File: config.mk
export PLATFORM = sky130hd
export DESIGN_NAME = conbus_rr_arb_flat
export DESIGN_NICKNAME = d
export VERILOG_FILES = /design/src/rtl/conbus_rr_arb_pkg.sv /design/src/rtl/conbus_rr_arb_if.sv /design/src/rtl/conbus_rr_arb_pick.sv /design/src/rtl/conbus_rr_arb.sv /design/src/flat_wrapper.sv
export SDC_FILE = /design/constraint.sdc
export NUM_CORES = 1
export LEC_CHECK = 0
export CAP_MARGIN = 5
export CORE_ASPECT_RATIO = 1.75
export CORE_MARGIN = 10
export CORE_UTILIZATION = 46
export CTS_CLUSTER_SIZE = 30
export DETAILED_ROUTE_END_ITERATION = 16
export PLACE_DENSITY = 0.67
export SETUP_SLACK_MARGIN = 0.05
export SYNTH_ARGS = -nofsm -noshare
export SYNTH_HDL_FRONTEND = slang
export SYNTH_SLANG_ARGS = --single-unit
File: constraint.sdc
create_clock -name sys_clk -period 9.7 [get_ports sys_clk]
set_clock_uncertainty 0.05 [all_clocks]
set_input_delay 1.94 -clock sys_clk [delete_from_list [all_inputs] [get_ports sys_clk]]
set_output_delay 1.94 -clock sys_clk [all_outputs]
set_load 0.02 [all_outputs]
File: src/rtl/conbus_rr_arb_pkg.sv
// Shared constants and state encoding for the conbus round-robin arbiter.
// Optional watchdog is enabled with CONBUS_ARB_WATCHDOG_EN.
package conbus_pkg;

    localparam int CONBUS_MAX_MASTERS = 8;
    localparam int CONBUS_IDX_W       = 3;
    localparam int CONBUS_TIMEOUT_DEF = 1024;

    typedef enum logic {
        IDLE = 1'b0,
        OWN  = 1'b1
    } arb_state_e;

endpackage

File: src/rtl/conbus_rr_arb_if.sv
// Request/grant bundle between the conbus masters and the arbiter.
// The arbiter takes the slave side; masters/bench drive the master side.
interface conbus_rr_arb_if
    import conbus_pkg::*;
#(
    parameter int N = 5
) ();

    logic [N-1:0]              req;
    logic                      bus_ack;
    logic [N-1:0]              gnt;
    logic                      gnt_valid;
    logic [CONBUS_IDX_W-1:0]   gnt_idx;
    logic                      wd_err;

    modport master (
        output req,
        output bus_ack,
        input  gnt,
        input  gnt_valid,
        input  gnt_idx,
        input  wd_err
    );

    modport slave (
        input  req,
        input  bus_ack,
        output gnt,
        output gnt_valid,
        output gnt_idx,
        output wd_err
    );

endinterface

File: src/rtl/conbus_rr_arb_pick.sv
// Combinational rotating-priority encoder: first candidate after last_i.
// Shared by the idle-grant and handover paths of conbus_rr_arb.
module conbus_rr_pick
    import conbus_pkg::*;
#(
    parameter int N = 5
) (
    input  logic [N-1:0]            cand_i,
    input  logic [CONBUS_IDX_W-1:0] last_i,
    output logic                    found_o,
    output logic [CONBUS_IDX_W-1:0] idx_o
);

    always_comb begin
        int           p;
        logic [N-1:0] sh;
        found_o = 1'b0;
        idx_o   = '0;
        p       = int'(last_i);
        sh      = '0;
        for (int k = 0; k < N; k++) begin
            // compare-and-reset wrap keeps non power-of-two N correct
            p  = (p >= N - 1) ? 0 : p + 1;
            sh = cand_i >> p;
            if (!found_o && sh[0]) begin
                found_o = 1'b1;
                idx_o   = CONBUS_IDX_W'(p);
            end
        end
    end

endmodule

File: src/rtl/conbus_rr_arb.sv
// Round-robin owner arbiter for the shared conbus Wishbone bus.
// Define CONBUS_ARB_WATCHDOG_EN to add the no-ack watchdog.
module conbus_rr_arb
    import conbus_pkg::*;
#(
    parameter int N_MASTERS = 5,
    parameter int TIMEOUT   = CONBUS_TIMEOUT_DEF,
    parameter int WD_W      = 16
) (
    input  logic           sys_clk,
    input  logic           sys_rst,
    conbus_rr_arb_if.slave bus
);

    localparam logic [N_MASTERS-1:0] ONE =
        {{(N_MASTERS - 1){1'b0}}, 1'b1};
    localparam logic [CONBUS_IDX_W-1:0] LAST_RST =
        CONBUS_IDX_W'(N_MASTERS - 1);

    if (N_MASTERS < 2 || N_MASTERS > CONBUS_MAX_MASTERS) begin : g_bad_n
        $error("conbus_rr_arb: N_MASTERS out of range");
    end

    arb_state_e state_q, state_d;

    logic [N_MASTERS-1:0]    gnt_q, gnt_d;
    logic                    gv_q, gv_d;
    logic [CONBUS_IDX_W-1:0] idx_q, idx_d;
    logic [CONBUS_IDX_W-1:0] last_q, last_d;

    logic [N_MASTERS-1:0]    mask;
    logic [N_MASTERS-1:0]    cand;
    logic                    found;
    logic [CONBUS_IDX_W-1:0] pidx;
    logic                    own_req;
    logic                    timeout;

    assign cand    = bus.req & ~mask;
    assign own_req = |(gnt_q & bus.req);

    conbus_rr_pick #(
        .N (N_MASTERS)
    ) u_pick (
        .cand_i  (cand),
        .last_i  (last_q),
        .found_o (found),
        .idx_o   (pidx)
    );

    always_comb begin
        state_d = state_q;
        gnt_d   = gnt_q;
        gv_d    = gv_q;
        idx_d   = idx_q;
        last_d  = last_q;
        unique case (state_q)
            IDLE: begin
                if (found) begin
                    state_d = OWN;
                    gnt_d   = ONE << pidx;
                    gv_d    = 1'b1;
                    idx_d   = pidx;
                    last_d  = pidx;
                end
            end
            OWN: begin
                if (timeout) begin
                    state_d = IDLE;
                    gnt_d   = '0;
                    gv_d    = 1'b0;
                end else if (!own_req) begin
                    // owner released: hand over directly, no idle bubble
                    if (found) begin
                        gnt_d  = ONE << pidx;
                        idx_d  = pidx;
                        last_d = pidx;
                    end else begin
                        state_d = IDLE;
                        gnt_d   = '0;
                        gv_d    = 1'b0;
                    end
                end
            end
            default: begin
                state_d = IDLE;
                gnt_d   = '0;
                gv_d    = 1'b0;
            end
        endcase
    end

    always_ff @(posedge sys_clk) begin
        if (sys_rst) begin
            state_q <= IDLE;
            gnt_q   <= '0;
            gv_q    <= 1'b0;
            idx_q   <= '0;
            last_q  <= LAST_RST;
        end else begin
            state_q <= state_d;
            gnt_q   <= gnt_d;
            gv_q    <= gv_d;
            idx_q   <= idx_d;
            last_q  <= last_d;
        end
    end

`ifdef CONBUS_ARB_WATCHDOG_EN
    logic [WD_W-1:0]      cnt_q, cnt_d;
    logic [N_MASTERS-1:0] mask_q, mask_d;

    // ack in the terminal cycle wins over the timeout
    assign timeout = (state_q == OWN)
                  && (cnt_q == WD_W'(TIMEOUT - 1))
                  && !bus.bus_ack;

    assign mask       = mask_q;
    assign bus.wd_err = timeout && !sys_rst;

    always_comb begin
        cnt_d = '0;
        if (state_d == OWN && gnt_d == gnt_q && !bus.bus_ack) begin
            cnt_d = cnt_q + 1'b1;
        end
        mask_d = (mask_q | (timeout ? gnt_q : '0)) & bus.req;
    end

    always_ff @(posedge sys_clk) begin
        if (sys_rst) begin
            cnt_q  <= '0;
            mask_q <= '0;
        end else begin
            cnt_q  <= cnt_d;
            mask_q <= mask_d;
        end
    end
`else
    logic unused_wd;

    assign timeout    = 1'b0;
    assign mask       = '0;
    assign bus.wd_err = 1'b0;
    assign unused_wd  = ^{bus.bus_ack, TIMEOUT, WD_W};
`endif

    assign bus.gnt       = gnt_q;
    assign bus.gnt_valid = gv_q;
    assign bus.gnt_idx   = idx_q;

endmodule

File: src/flat_wrapper.sv
// flat-port wrapper written by rule: the top's interface ports become plain ports
module conbus_rr_arb_flat import conbus_pkg::*;
#(
    parameter int N_MASTERS = 5,
    parameter int TIMEOUT   = CONBUS_TIMEOUT_DEF,
    parameter int WD_W      = 16
)
  (sys_clk, sys_rst, bus_req, bus_bus_ack, bus_gnt, bus_gnt_valid, bus_gnt_idx, bus_wd_err);
  conbus_rr_arb_if #(.N((5))) bus_i ();
  input  logic sys_clk;
  input  logic sys_rst;
  input wire logic [$bits(bus_i.req)-1:0] bus_req;
  input wire logic [$bits(bus_i.bus_ack)-1:0] bus_bus_ack;
  output wire logic [$bits(bus_i.gnt)-1:0] bus_gnt;
  output wire logic [$bits(bus_i.gnt_valid)-1:0] bus_gnt_valid;
  output wire logic [$bits(bus_i.gnt_idx)-1:0] bus_gnt_idx;
  output wire logic [$bits(bus_i.wd_err)-1:0] bus_wd_err;
  assign bus_i.req = bus_req;
  assign bus_i.bus_ack = bus_bus_ack;
  assign bus_gnt = bus_i.gnt;
  assign bus_gnt_valid = bus_i.gnt_valid;
  assign bus_gnt_idx = bus_i.gnt_idx;
  assign bus_wd_err = bus_i.wd_err;
  conbus_rr_arb #(.N_MASTERS(N_MASTERS), .TIMEOUT(TIMEOUT), .WD_W(WD_W)) u_core (.sys_clk(sys_clk), .sys_rst(sys_rst), .bus(bus_i));
endmodule
==> impl_metrics.toml <==
[status]
status = "finished clean"

[setup_path]
end_kind = "flip-flop"
path_class = "reg -> reg"
ff2ff_setup_slack_ps = 4740
arrival_ps = 5050
r2r_start = "u_core.last_q[0]$_SDFFE_PP0P_"
ff2ff_path_depth = 20
path_max_fanout = 10
reg2reg_to = "u_core.bus.gnt[1]$_SDFFE_PP0P_"
cp-start-kind = "flip-flop"
required_ps = 9780

[yosys]
synth-xor-area-share = 0
yosysWarnings = 0
synth_edf_count = 0
synth_fp_nets = 183
ys.flop_type = "dfxtp_1"
synth_simple_gate_area_frac = 0.253
synth_fa_ha_area_frac = 0.0592
synth_compound_area_frac = 0.362
syn_inst = 169
synth_top_family_by_area = "compound AO/OA/AOI/OAI gates"
yosys-mux-area-fraction = 0.0573
synthArstFlopShare = 0
avgSynthCellArea_um2 = 7.50
synth-seq-cells = 11
ys_seq_area_frac = 0.174
synth_area_mm2 = 0.00127
yosys.cell_types.count = 60

[floorplan]
start_util = 0.471
fp.dieH_um = 89.4
dieWidth_um = 59.7
fp-row-count = 25
die_area_mm2 = 0.00534
core_mm2 = 0.00269
io_pins = 18

[clock_tree]
clk_pin_slew_ps = 50
htree_levels = 1
clock_latency_ps = 240
holdBufCountCts = 0
clock-root-buffer = "clkbuf_8"
clock_sinks = 11
cts_buffers = 3
post-cts-setup-buffer-count = 0
cts_resized = 0
cts_max_path_buffers = 2
cts_tree = "built"

[grt]
grt_first_pass_wirelength_um = 5770
antenna_found_initial = 0
grt_pass1_vias = 1268
grt_max_degree = 12
overflow = 0
grtUsageTotal = 0.134

[route]
drt_first_pass_iters = 4
drtIter0Drc = 43
drcViolationCount = 0
ant_nets = 0
wl_per_cell_um = 16.5
vias = 1266
wirelength_um = 3360
viasPerCell = 6.21

[timing]
relSlewSlack = 0.661
clock.fmax_mhz = 201
hold_viol_final = 0
report.final.slew_viol_count = 0
worst_pin_slew_ps = 508
post-route-min-period_ps = 4960
tns_ps = 0
rsz0062_at_grt = "false"
min_period_over_period = 0.512
setup_viol_count_final = 0

[finish]
layout_common_cells = "20 x nand2_1, 15 x clkdlybuf4s50_1, 12 x nor2_1"
area_delta_synth_final_pct = 12.7
antennaDiodeCount = 0
fin_nets = 192
drive_above_1_share = 0.107
final_common_cell = "nand2_1"
utilization = 0.531

[placed_design]
port_buffers = 15
hpwl_um = 2620
gp_congestion = 0.918

[hold_path]
hold_path.class = "reg -> reg"
min_to = "u_core.bus.gnt_idx[2]$_SDFFE_PP0P_"
worstHoldPathCells = 2
hold_start = "u_core.bus.gnt_idx[2]$_SDFFE_PP0P_"

[job]
maxCapViolCount = 0
[Yosys cell counts, drive strengths merged, types with 2 or more instances]
library cell   n  area share
inv           13       0.039
a21oi          7       0.028
o21bai         3       0.018
ha             6       0.059
o31ai          3       0.018
dfxtp         11        0.17
a21boi         2       0.021
buf            9       0.047
a32o           2       0.016
o21a           2       0.018
clkbuf         2      0.0059
a31oi          2      0.0099
o211ai         3       0.018
nand2         20       0.059
nor2b          3       0.017
nand4          3       0.015
nor3           4       0.016
mux2           2       0.018
or2            2      0.0099
a22oi          4       0.028
and2           2      0.0099
nand2b         5       0.025
a211oi         2       0.012
or3            2      0.0099
nor2          14       0.045
nand3          3       0.012
o21ai         11       0.052
mux2i          5       0.039
o22ai          4       0.025
[stage by stage]
step                worst slack (ps)  area [µm²]  hold slack (ps)  std cells
detailed placement              4780        1380              435        200
global route                    4270        1430              464        204
floorplan                       5340        1270              442        169
global placement                4820        1380              427        200
finish                          4740        1430              442        204
CTS                             4750        1430              450        204
[critical path, cell delays in order (launching register included)]
cell	delay, ps
dfxtp_1	550
inv_2	80
ha_1	350
nand2b_1	120
inv_1	50
ha_1	340
nand2_1	120
inv_1	50
ha_1	350
and2_1	190
ha_1	310
nand2_1	60
o22ai_1	400
ha_1	360
or3_1	400
mux2i_1	130
nor3_1	90
a21oi_1	290
o21a_1	160
o21ai_1	160
a32o_1	260
[metal layers]
layer / vias up / GRT usage / share of wire
met4: 0 / 0.0738 / 0.028
met2: 29 / 0.236 / 0.53
li1: 634 / - / -
met1: 593 / 0.136 / 0.39
met5: - / 0 / 0
met3: 10 / 0.0341 / 0.055
[sequential cells by signal, indices dropped and copies added, names as in the netlist]
name,cells
u_core.bus.gnt,5
u_core.bus.gnt_idx,1
u_core.bus.gnt_valid,1
u_core.last_q,3
u_core.state_q,1
[worst max-delay path by stage]
stage	from	endpoint	slack, ps	cells past startpoint
6_report	u_core.last_q[0]$_SDFFE_PP0P_	u_core.bus.gnt[1]$_SDFFE_PP0P_	4740	20
5_1_grt	u_core.last_q[0]$_SDFFE_PP0P_	u_core.bus.gnt[3]$_SDFFE_PP0P_	4270	20
4_1_cts	u_core.last_q[0]$_SDFFE_PP0P_	u_core.bus.gnt[2]$_SDFFE_PP0P_	4750	20
3_5_place_dp	u_core.last_q[0]$_SDFFE_PP0P_	u_core.bus.gnt[1]$_SDFFE_PP0P_	4780	20
3_3_place_gp	u_core.last_q[0]$_SDFFE_PP0P_	u_core.bus.gnt[0]$_SDFFE_PP0P_	4820	20
2_1_floorplan	u_core.last_q[0]$_SDFFE_PP0P_	u_core.bus.gnt[0]$_SDFFE_PP0P_	5340	21
[area by class of cell]
class	count	area (µm²)
fill	276	1260
multi-input combinational	134	931
sequential	11	220
timing repair buffer	15	150
inverter	13	48.8
clock buffer	4	45.0
tap	27	33.8
[logic make-up after synthesis]
kind of cell | count (synthesis)
flip-flops | 11
other | 1
buffers and inverters | 24
AO/OA/AOI/OAI | 57
AND/OR/NAND/NOR | 63
multiplexers | 7
adder cells (fa/ha/maj) | 6
Power is left out: the tool's default activity adds up to more than one toggle a clock period on the data nets, which glitch-free logic cannot reach.
